[src/rtl/handshake_timeout_monitor.sv]
// handshake_timeout_monitor: passive per-channel valid/ready checker flagging timeouts and early
// valid drops, with a saturating error counter and per-channel worst-case latency.
module handshake_timeout_monitor #(
   parameter int NUM_CH       = 4,
   parameter int MAX_WAIT     = 5,
   parameter int CNT_W        = 16,
   parameter int CHECK_STABLE = 1,
   parameter int LAT_W        = $clog2(MAX_WAIT + 1)
) (
   input  logic                    clk,
   input  logic                    rst,
   input  logic                    en,
   input  logic [NUM_CH-1:0]       valid,
   input  logic [NUM_CH-1:0]       ready,
   input  logic                    clr_err,
   output logic [NUM_CH-1:0]       busy,
   output logic [NUM_CH-1:0]       timeout_err,
   output logic [NUM_CH-1:0]       drop_err,
   output logic [CNT_W-1:0]        err_count,
   output logic [NUM_CH*LAT_W-1:0] max_lat
);
   localparam int PC_W  = $clog2(NUM_CH + 1);
   localparam int SUM_W = CNT_W + PC_W;
   typedef enum logic [1:0] {IDLE, WAIT, TOUT} state_t;
   state_t                  state_q [NUM_CH];
   state_t                  state_d [NUM_CH];
   logic [LAT_W-1:0]        wcnt_q  [NUM_CH];
   logic [LAT_W-1:0]        wcnt_d  [NUM_CH];
   logic [LAT_W-1:0]        lat     [NUM_CH];
   logic [NUM_CH-1:0]       done, tout_ev, drop_ev, err_ev;
   logic [NUM_CH-1:0]       timeout_q, timeout_d, drop_q, drop_d;
   logic [CNT_W-1:0]        err_q, err_d;
   logic [NUM_CH*LAT_W-1:0] max_lat_q, max_lat_d;
   logic [PC_W-1:0]         pc;
   logic [SUM_W-1:0]        sum;
   always_comb begin
      for (int i = 0; i < NUM_CH; i++) begin
         state_d[i] = state_q[i];
         wcnt_d[i]  = wcnt_q[i];
         lat[i]     = '0;
         done[i]    = 1'b0;
         tout_ev[i] = 1'b0;
         drop_ev[i] = 1'b0;
         if (!en) state_d[i] = IDLE;
         else begin
            case (state_q[i])
               IDLE: if (valid[i]) begin
                  if (ready[i]) done[i] = 1'b1;
                  else if (MAX_WAIT == 1) begin
                     tout_ev[i] = 1'b1;
                     state_d[i] = TOUT;
                  end else begin
                     state_d[i] = WAIT;
                     wcnt_d[i]  = LAT_W'(1);
                  end
               end
               WAIT: if (!valid[i]) begin
                  drop_ev[i] = (CHECK_STABLE != 0);
                  state_d[i] = IDLE;
               end else if (ready[i]) begin
                  done[i]    = 1'b1;
                  lat[i]     = wcnt_q[i];
                  state_d[i] = IDLE;
               end else if (wcnt_q[i] == LAT_W'(MAX_WAIT - 1)) begin
                  tout_ev[i] = 1'b1;
                  state_d[i] = TOUT;
               end else wcnt_d[i] = wcnt_q[i] + LAT_W'(1);
               TOUT: state_d[i] = (!valid[i] || ready[i]) ? IDLE : TOUT;
               default: state_d[i] = IDLE;
            endcase
         end
         busy[i] = (state_q[i] != IDLE);
      end
   end
   // A clear on the same edge as an event drops only the old history; this edge's events survive.
   always_comb begin
      err_ev    = tout_ev | drop_ev;
      timeout_d = (clr_err ? '0 : timeout_q) | tout_ev;
      drop_d    = (clr_err ? '0 : drop_q) | drop_ev;
      max_lat_d = clr_err ? '0 : max_lat_q;
      pc        = '0;
      for (int i = 0; i < NUM_CH; i++) begin
         pc = pc + PC_W'(err_ev[i]);
         if (done[i] && lat[i] > max_lat_d[i*LAT_W +: LAT_W]) max_lat_d[i*LAT_W +: LAT_W] = lat[i];
      end
      sum   = SUM_W'(clr_err ? '0 : err_q) + SUM_W'(pc);
      err_d = (sum > SUM_W'({CNT_W{1'b1}})) ? {CNT_W{1'b1}} : sum[CNT_W-1:0];
   end
   always_ff @(posedge clk or posedge rst) begin
      if (rst) begin
         for (int i = 0; i < NUM_CH; i++) begin
            state_q[i] <= IDLE;
            wcnt_q[i]  <= '0;
         end
         timeout_q <= '0;
         drop_q    <= '0;
         err_q     <= '0;
         max_lat_q <= '0;
      end else begin
         for (int i = 0; i < NUM_CH; i++) begin
            state_q[i] <= state_d[i];
            wcnt_q[i]  <= wcnt_d[i];
         end
         timeout_q <= timeout_d;
         drop_q    <= drop_d;
         err_q     <= err_d;
         max_lat_q <= max_lat_d;
      end
   end
   assign timeout_err = timeout_q;
   assign drop_err    = drop_q;
   assign err_count   = err_q;
   assign max_lat     = max_lat_q;
endmodule

[config.mk]
export PLATFORM = sky130hd
export DESIGN_NAME = handshake_timeout_monitor
export DESIGN_NICKNAME = d
export VERILOG_FILES = /design/src/rtl/handshake_timeout_monitor.sv
export SDC_FILE = /design/constraint.sdc
export NUM_CORES = 1
export LEC_CHECK = 0
export CAP_MARGIN = 20
export CORE_MARGIN = 5
export CORE_UTILIZATION = 49
export DETAILED_ROUTE_END_ITERATION = 10
export GPL_TIMING_DRIVEN = 1
export HOLD_SLACK_MARGIN = 0.08
export PLACE_DENSITY = 0.77
export SYNTH_ARGS = -nofsm -noshare
export SYNTH_HDL_FRONTEND = slang
export SYNTH_SLANG_ARGS = --single-unit
[constraint.sdc]
create_clock -name clk -period 3.5 [get_ports clk]
set_clock_uncertainty 0.1 [all_clocks]
set_input_delay 0.7 -clock clk [delete_from_list [all_inputs] [get_ports clk]]
set_output_delay 0.7 -clock clk [all_outputs]
set_load 0.05 [all_outputs]
## Yosys cells after proc, flatten, opt, wreduce, memory -nomap -nowiden

Index checks and enable logic that the tools add are counted.
W data, S select, Z words.

- Input bits: 12
- Word-level logic and storage cells: 237
- Flip-flop bits (word level): 56
- Output and inout bits: 40

- $add $sub $neg: 8
- Reductions and logical operators: 36
- Mux-type cells: 129
- $lt $le $gt $ge: 5
- Bitwise gates (word level): 3
- Eq/ne operators: 44

Operators with widths:

| cell | count |
|---|---|
| $mux W3 | 40 |
| $mux W2 | 28 |
| $mux W1 | 48 |
| $ne A2 B2 Y1 const B | 20 |
| $mux W16 | 2 |
| $reduce_and A7 Y1 | 4 |
| $ne A3 B3 Y1 const B | 8 |
| $pmux W2 S3 | 4 |
| $pmux W3 S2 | 4 |
| $ne A5 B5 Y1 const B | 4 |
| $add A16 B3 Y17 | 1 |
| $gt A17 B16 Y1 const B | 1 |
| $reduce_bool A2 Y1 | 8 |
| $add A3 B1 Y3 const B | 4 |
| $eq A3 B3 Y1 const B | 4 |
| $gt A3 B3 Y1 | 4 |
| $mux W12 | 1 |
| $or A4 B4 Y4 | 3 |
| $reduce_and A3 Y1 | 4 |
| $eq A2 B1 Y1 const B | 4 |
| $eq A2 B2 Y1 const B | 4 |
| $logic_not A2 Y1 | 4 |
| $mux W4 | 2 |
| $reduce_or A2 Y1 | 4 |
| other kinds (6) | 15 |

## Longest topological paths before layout

- Word-level depth: 13
- Gate-level depth with buffers: 15

## Least setup slack after synthesis

No wires, ideal clock.

- Path kind: input-to-reg
- From: input en
- To: register err_q[13] (netlist: err_count[13])
- Cell stages on the path: 13
- Setup slack: -165 ps
- Library setup time: 100 ps
- Data arrival time: 3465 ps
- Path buffers: 1
- Cell sequence: buf_4 -> nand3b_1 -> o21a_1 -> nor2_1 -> fa_1 -> inv_1 -> fa_1 -> inv_1 -> fa_1 -> nand3_2 -> nor4b_4 -> nand4b_2 -> a311oi_1

- Longest elaborated chain between the ends: 8

RTL lines:

| item | RTL line | source |
|---|---|---|
| from (decl) | 12 | `input logic en,` |
| $mux W1 | 44 | `if (!en) state_d[i] = IDLE;` |
| $or A4 B4 Y4 (*) | 77 | `err_ev = tout_ev \| drop_ev;` |
| $add A1 B1 Y2 | 83 | `pc = pc + PC_W'(err_ev[i]);` |
| $add A2 B1 Y3 | 83 |  |
| $add A3 B1 Y3 (*) | 83 |  |
| $add A16 B3 Y17 (*) | 86 | `sum = SUM_W'(clr_err ? '0 : err_q) + SUM_W'(pc);` |
| $gt A17 B16 Y1 | 87 | `err_d = (sum > SUM_W'({CNT_W{1'b1}})) ? {CNT_W{1'b1}} : sum[CNT_W-1:0];` |
| $mux W16 (*) | 87 |  |
| named net err_d[13] | 32 | `logic [CNT_W-1:0] err_q, err_d;` |
| to (signal assigned) | 106 | `err_q <= err_d;` |
| to (decl) | 32 |  |

Mark *: on every way through the listed nets, which the timed path passes. The rest lies on a longest branch.
A chain may end at the register's enable or synchronous reset.

## Worst setup path after layout

- From: input valid[1]
- To: register err_q[14] (netlist: err_count[14])

- Longest elaborated chain between the ends: 10

RTL lines:

| item | RTL line | source |
|---|---|---|
| from (decl) | 13 | `input logic [NUM_CH-1:0] valid,` |
| $mux W1 | 57 | `WAIT: if (!valid[i]) begin` |
| $mux W1 | 46 | `case (state_q[i])` |
| $mux W1 | 44 |  |
| $or A4 B4 Y4 (*) | 77 |  |
| $add A1 B1 Y2 (*) | 83 |  |
| $add A2 B1 Y3 (*) | 83 |  |
| $add A3 B1 Y3 (*) | 83 |  |
| $add A16 B3 Y17 (*) | 86 |  |
| $gt A17 B16 Y1 | 87 |  |
| $mux W16 (*) | 87 |  |
| named net err_d[14] | 32 |  |

Marked as above.

==> results.yml <==
setup_path:
  cp-end-kind: "flip-flop"
  cp_slowest_cell: "clkdlybuf4s50_1"
  cp_top_family: "adder cells"
  worst_ep_arrival_time_ns: 3.49
  crit_start: "valid[1]"
  cp-endpoint: "err_count[14]"
  required_ns: 3.61
  path_class: "input port to flip-flop"
  start_kind: "input port"
  rr_endpoint: "err_count[14]"
  critical_path.max_stage_delay_ns: 0.52
  r2r_cells: 14
  cp_common_cell: "fa_2"
  crit_fanout: 3
  worst-path-stages: 12
  cp.buffers_inverters: 4
  r2r_start: "wcnt_q[0]"
  rrSetupSlack_ns: 0.15
  worstPathCellList: "clkdlybuf4s50_1 > a21oi_2 > fa_1 > inv_1 > fa_2 > inv_2 > fa_2 > nand3_4 > nor4b_4 > buf_4 > a21oi_1 > a311oi_1"
sta:
  setup_viol: 0
  fmax_ghz: 0.295
  report.final.hold_viol_count: 0
  worst_pin_slew_ns: 0.692
  fin_tns_setup_ns: 0
  rsz0062_at_grt: "false"
  relSlewSlack_pct: 53.8
  period_share_pct: 96.7
  timing.hold.ws_ns: 0.434
  drv_slew: 0
  period_minus_slack_ns: 3.38
detailed_routing:
  drc: 0
  drt-initial-drc-count: 92
  antenna_left: 0
  via_per_inst: 5.46
  num_vias: 2728
  wl_per_cell_um: 14.8
  wl_um: 7410
  drt-pass1-iter-count: 4
power:
  p_leak_uw: 0.00195
  p_clk_share_pct: 30.1
  irDropWorstVdd_mv: 0.184
  switchingPower_uw: 318
  swShare_pct: 26.3
  seqPwrFrac_pct: 57.2
  combPwrFrac_pct: 12.7
  internal_power_uw: 891
  p_per_area_mw_per_mm2: 287
  p_total_uw: 1210
synthesis:
  synth_top_area_share_pct: 42.3
  ys_seq_area_share_pct: 42.3
  synth_common_cells: "dfrtp_1 (56), inv_1 (34), nand2_1 (30)"
  synth_top_area_cell: "dfrtp_1"
  synth-async-reset-ratio_pct: 100
  synth_most_common_cell: "dfrtp_1"
  syn_inst: 345
  synth-seq-cells: 56
  postSynthAreaPerCell_um2: 9.61
  syn-num-nets: 381
  synth-main-ff-cell: "dfrtp_1"
  synth_cell_type_count: 47
  synth_edf_count: 0
  netlist_top_cells_area: "dfrtp_1 (42%), ha_1 (7.9%), nand2b_1 (4.0%)"
  netlist_area_mm2: 0.00331
  ys_warn_count: 0
clock_network:
  cts_buffer_depth: 2
  cts_tree: "yes"
  clock-sinks: 56
  cts-hold-fix-buffers: 0
  clockRootBuffer: "clkbuf_8"
  cts_max_level: 2
  cts_buffers: 5
  clk_pin_slew_worst_paths_ns: 0.09
  clk_latency_ns: 0.31
global_route:
  grt_util_met3_pct: 3.94
  gr-max-usage-layer: "met2"
  overflow: 0
  grt_util_met1_pct: 22.8
  grt_pass1_wl_um: 12700
  grt_pass1_vias: 2797
  grt_usage_pct: 18.1
  antenna_found_initial: 0
  grt_start_max_net_pins: 33
  met2_usage_pct: 31.5
place:
  placed_area_mm2: 0.00408
  io_buffers: 51
  gp_congestion: 0.880
  hpwlAfterDp_um: 5580
  dp_cells: 490
die:
  die_w_um: 92.2
  dieHeight_um: 92.2
  fp-row-count: 30
  core-area_mm2: 0.00668
  design.die.area_mm2: 0.00851
  io_pins: 52
  initial_core_util_pct: 49.6
final_layout:
  drive_above_1_share_pct: 12.4
  design_area_mm2: 0.00422
  fin_nets: 455
  seq_area_mm2: 0.00140
  finalNonFillerCells: 500
  fillers: 556
  multiInputGateArea_mm2: 0.00179
  area_delta_synth_final_pct: 27.2
  num_antenna_cells: 0
run:
  max_cap_violations: 0
min_path:
  hp-class: "flip-flop to flip-flop"
run_status:
  outcome: "completed"
-- cells by family after synthesis --
| logic type | synth area share, % |
|---|---|
| multiplexers | 3.70 |
| adder cells (fa/ha/maj) | 9.74 |
| flip-flops | 42.3 |
| AO/OA/AOI/OAI | 10.4 |
| buffers and inverters | 4.91 |
| XOR/XNOR | 3.17 |
| AND/OR/NAND/NOR | 25.8 |
-- power groups by stage --
stage               Sequential, µW  Clock, µW  Combinational [µW]
floorplan                      708          0                86.7
global placement               704          0                 151
detailed placement             704          0                 154
CTS                            691        376                 155
global route                   695        405                 171
finish                         692        364                 153
-- flip-flops by register name, summed over array words and instances, names as in the netlist --
register     cells
state_q          8
timeout_err      4
max_lat         12
wcnt_q          12
drop_err         4
err_count       16
-- per-stage QoR --
step	setup WS, ns	util, %
after detailed placement	-0.370	61.1
after global routing	0.0129	63.1
final	0.115	63.1
after floorplan	0.0265	-
after global placement	-0.268	61.1
after CTS	0.0242	62.5
-- routing by layer --
metal | share of wire, % | routed length [µm] | up-vias
met5 | 0 | 0 | -
met4 | 0.76 | 56 | 0
met3 | 4.4 | 324 | 6
met2 | 50 | 3700 | 68
met1 | 45 | 3330 | 1317
li1 | - | - | 1337
-- placed cells by master, fill, tap and decap left out, types with 3 or more instances in the layout --
master,n
nand2b_1,20
o21ai_0,18
nor2b_1,16
dfrtp_1,56
a21oi_1,12
and2_1,4
nand4_1,3
o22ai_1,7
nand3_1,9
clkbuf_8,6
o21a_1,3
and3_1,6
or2_2,4
ha_1,21
xor2_1,5
nor2_1,16
dlymetal6s2s_1,5
xnor2_1,7
or3_1,3
buf_4,23
nor3_1,9
nand2_1,30
mux2i_1,10
inv_1,32
nand3b_1,8
clkdlybuf4s50_1,45
-- worst min-delay path by stage --
stage                        start             end  depth (start not counted)  slack (ns)
CTS                 timeout_err[2]  timeout_err[2]                          2        0.44
finish              timeout_err[2]  timeout_err[2]                          2        0.43
global route        timeout_err[3]  timeout_err[3]                          2        0.46
floorplan                wcnt_q[1]       wcnt_q[1]                          2        0.39
detailed placement  timeout_err[2]  timeout_err[2]                          2        0.42
global placement    timeout_err[2]  timeout_err[2]                          2        0.42
-- worst min-delay path, cell delays in order (launching register included) --
cell and delay [ns]:
dfrtp_1 0.38, inv_1 0.05, o22ai_1 0.07
-- layout make-up --
cell class | count | area share [%]
flip-flops and latches | 56 | 33.2
well taps | 80 | 2.37
clock buffers | 8 | 2.14
multi-input cells | 247 | 42.4
inverters | 34 | 3.03
repair buffers | 75 | 16.9
-- repair_timing --
item,in CTS,in global routing
pin swaps,1,5
setup endpoints to repair,1,16
resized for setup,1,11
buffers inserted,1,1
cloned,0,0
Power figures use the tool's default switching activity.
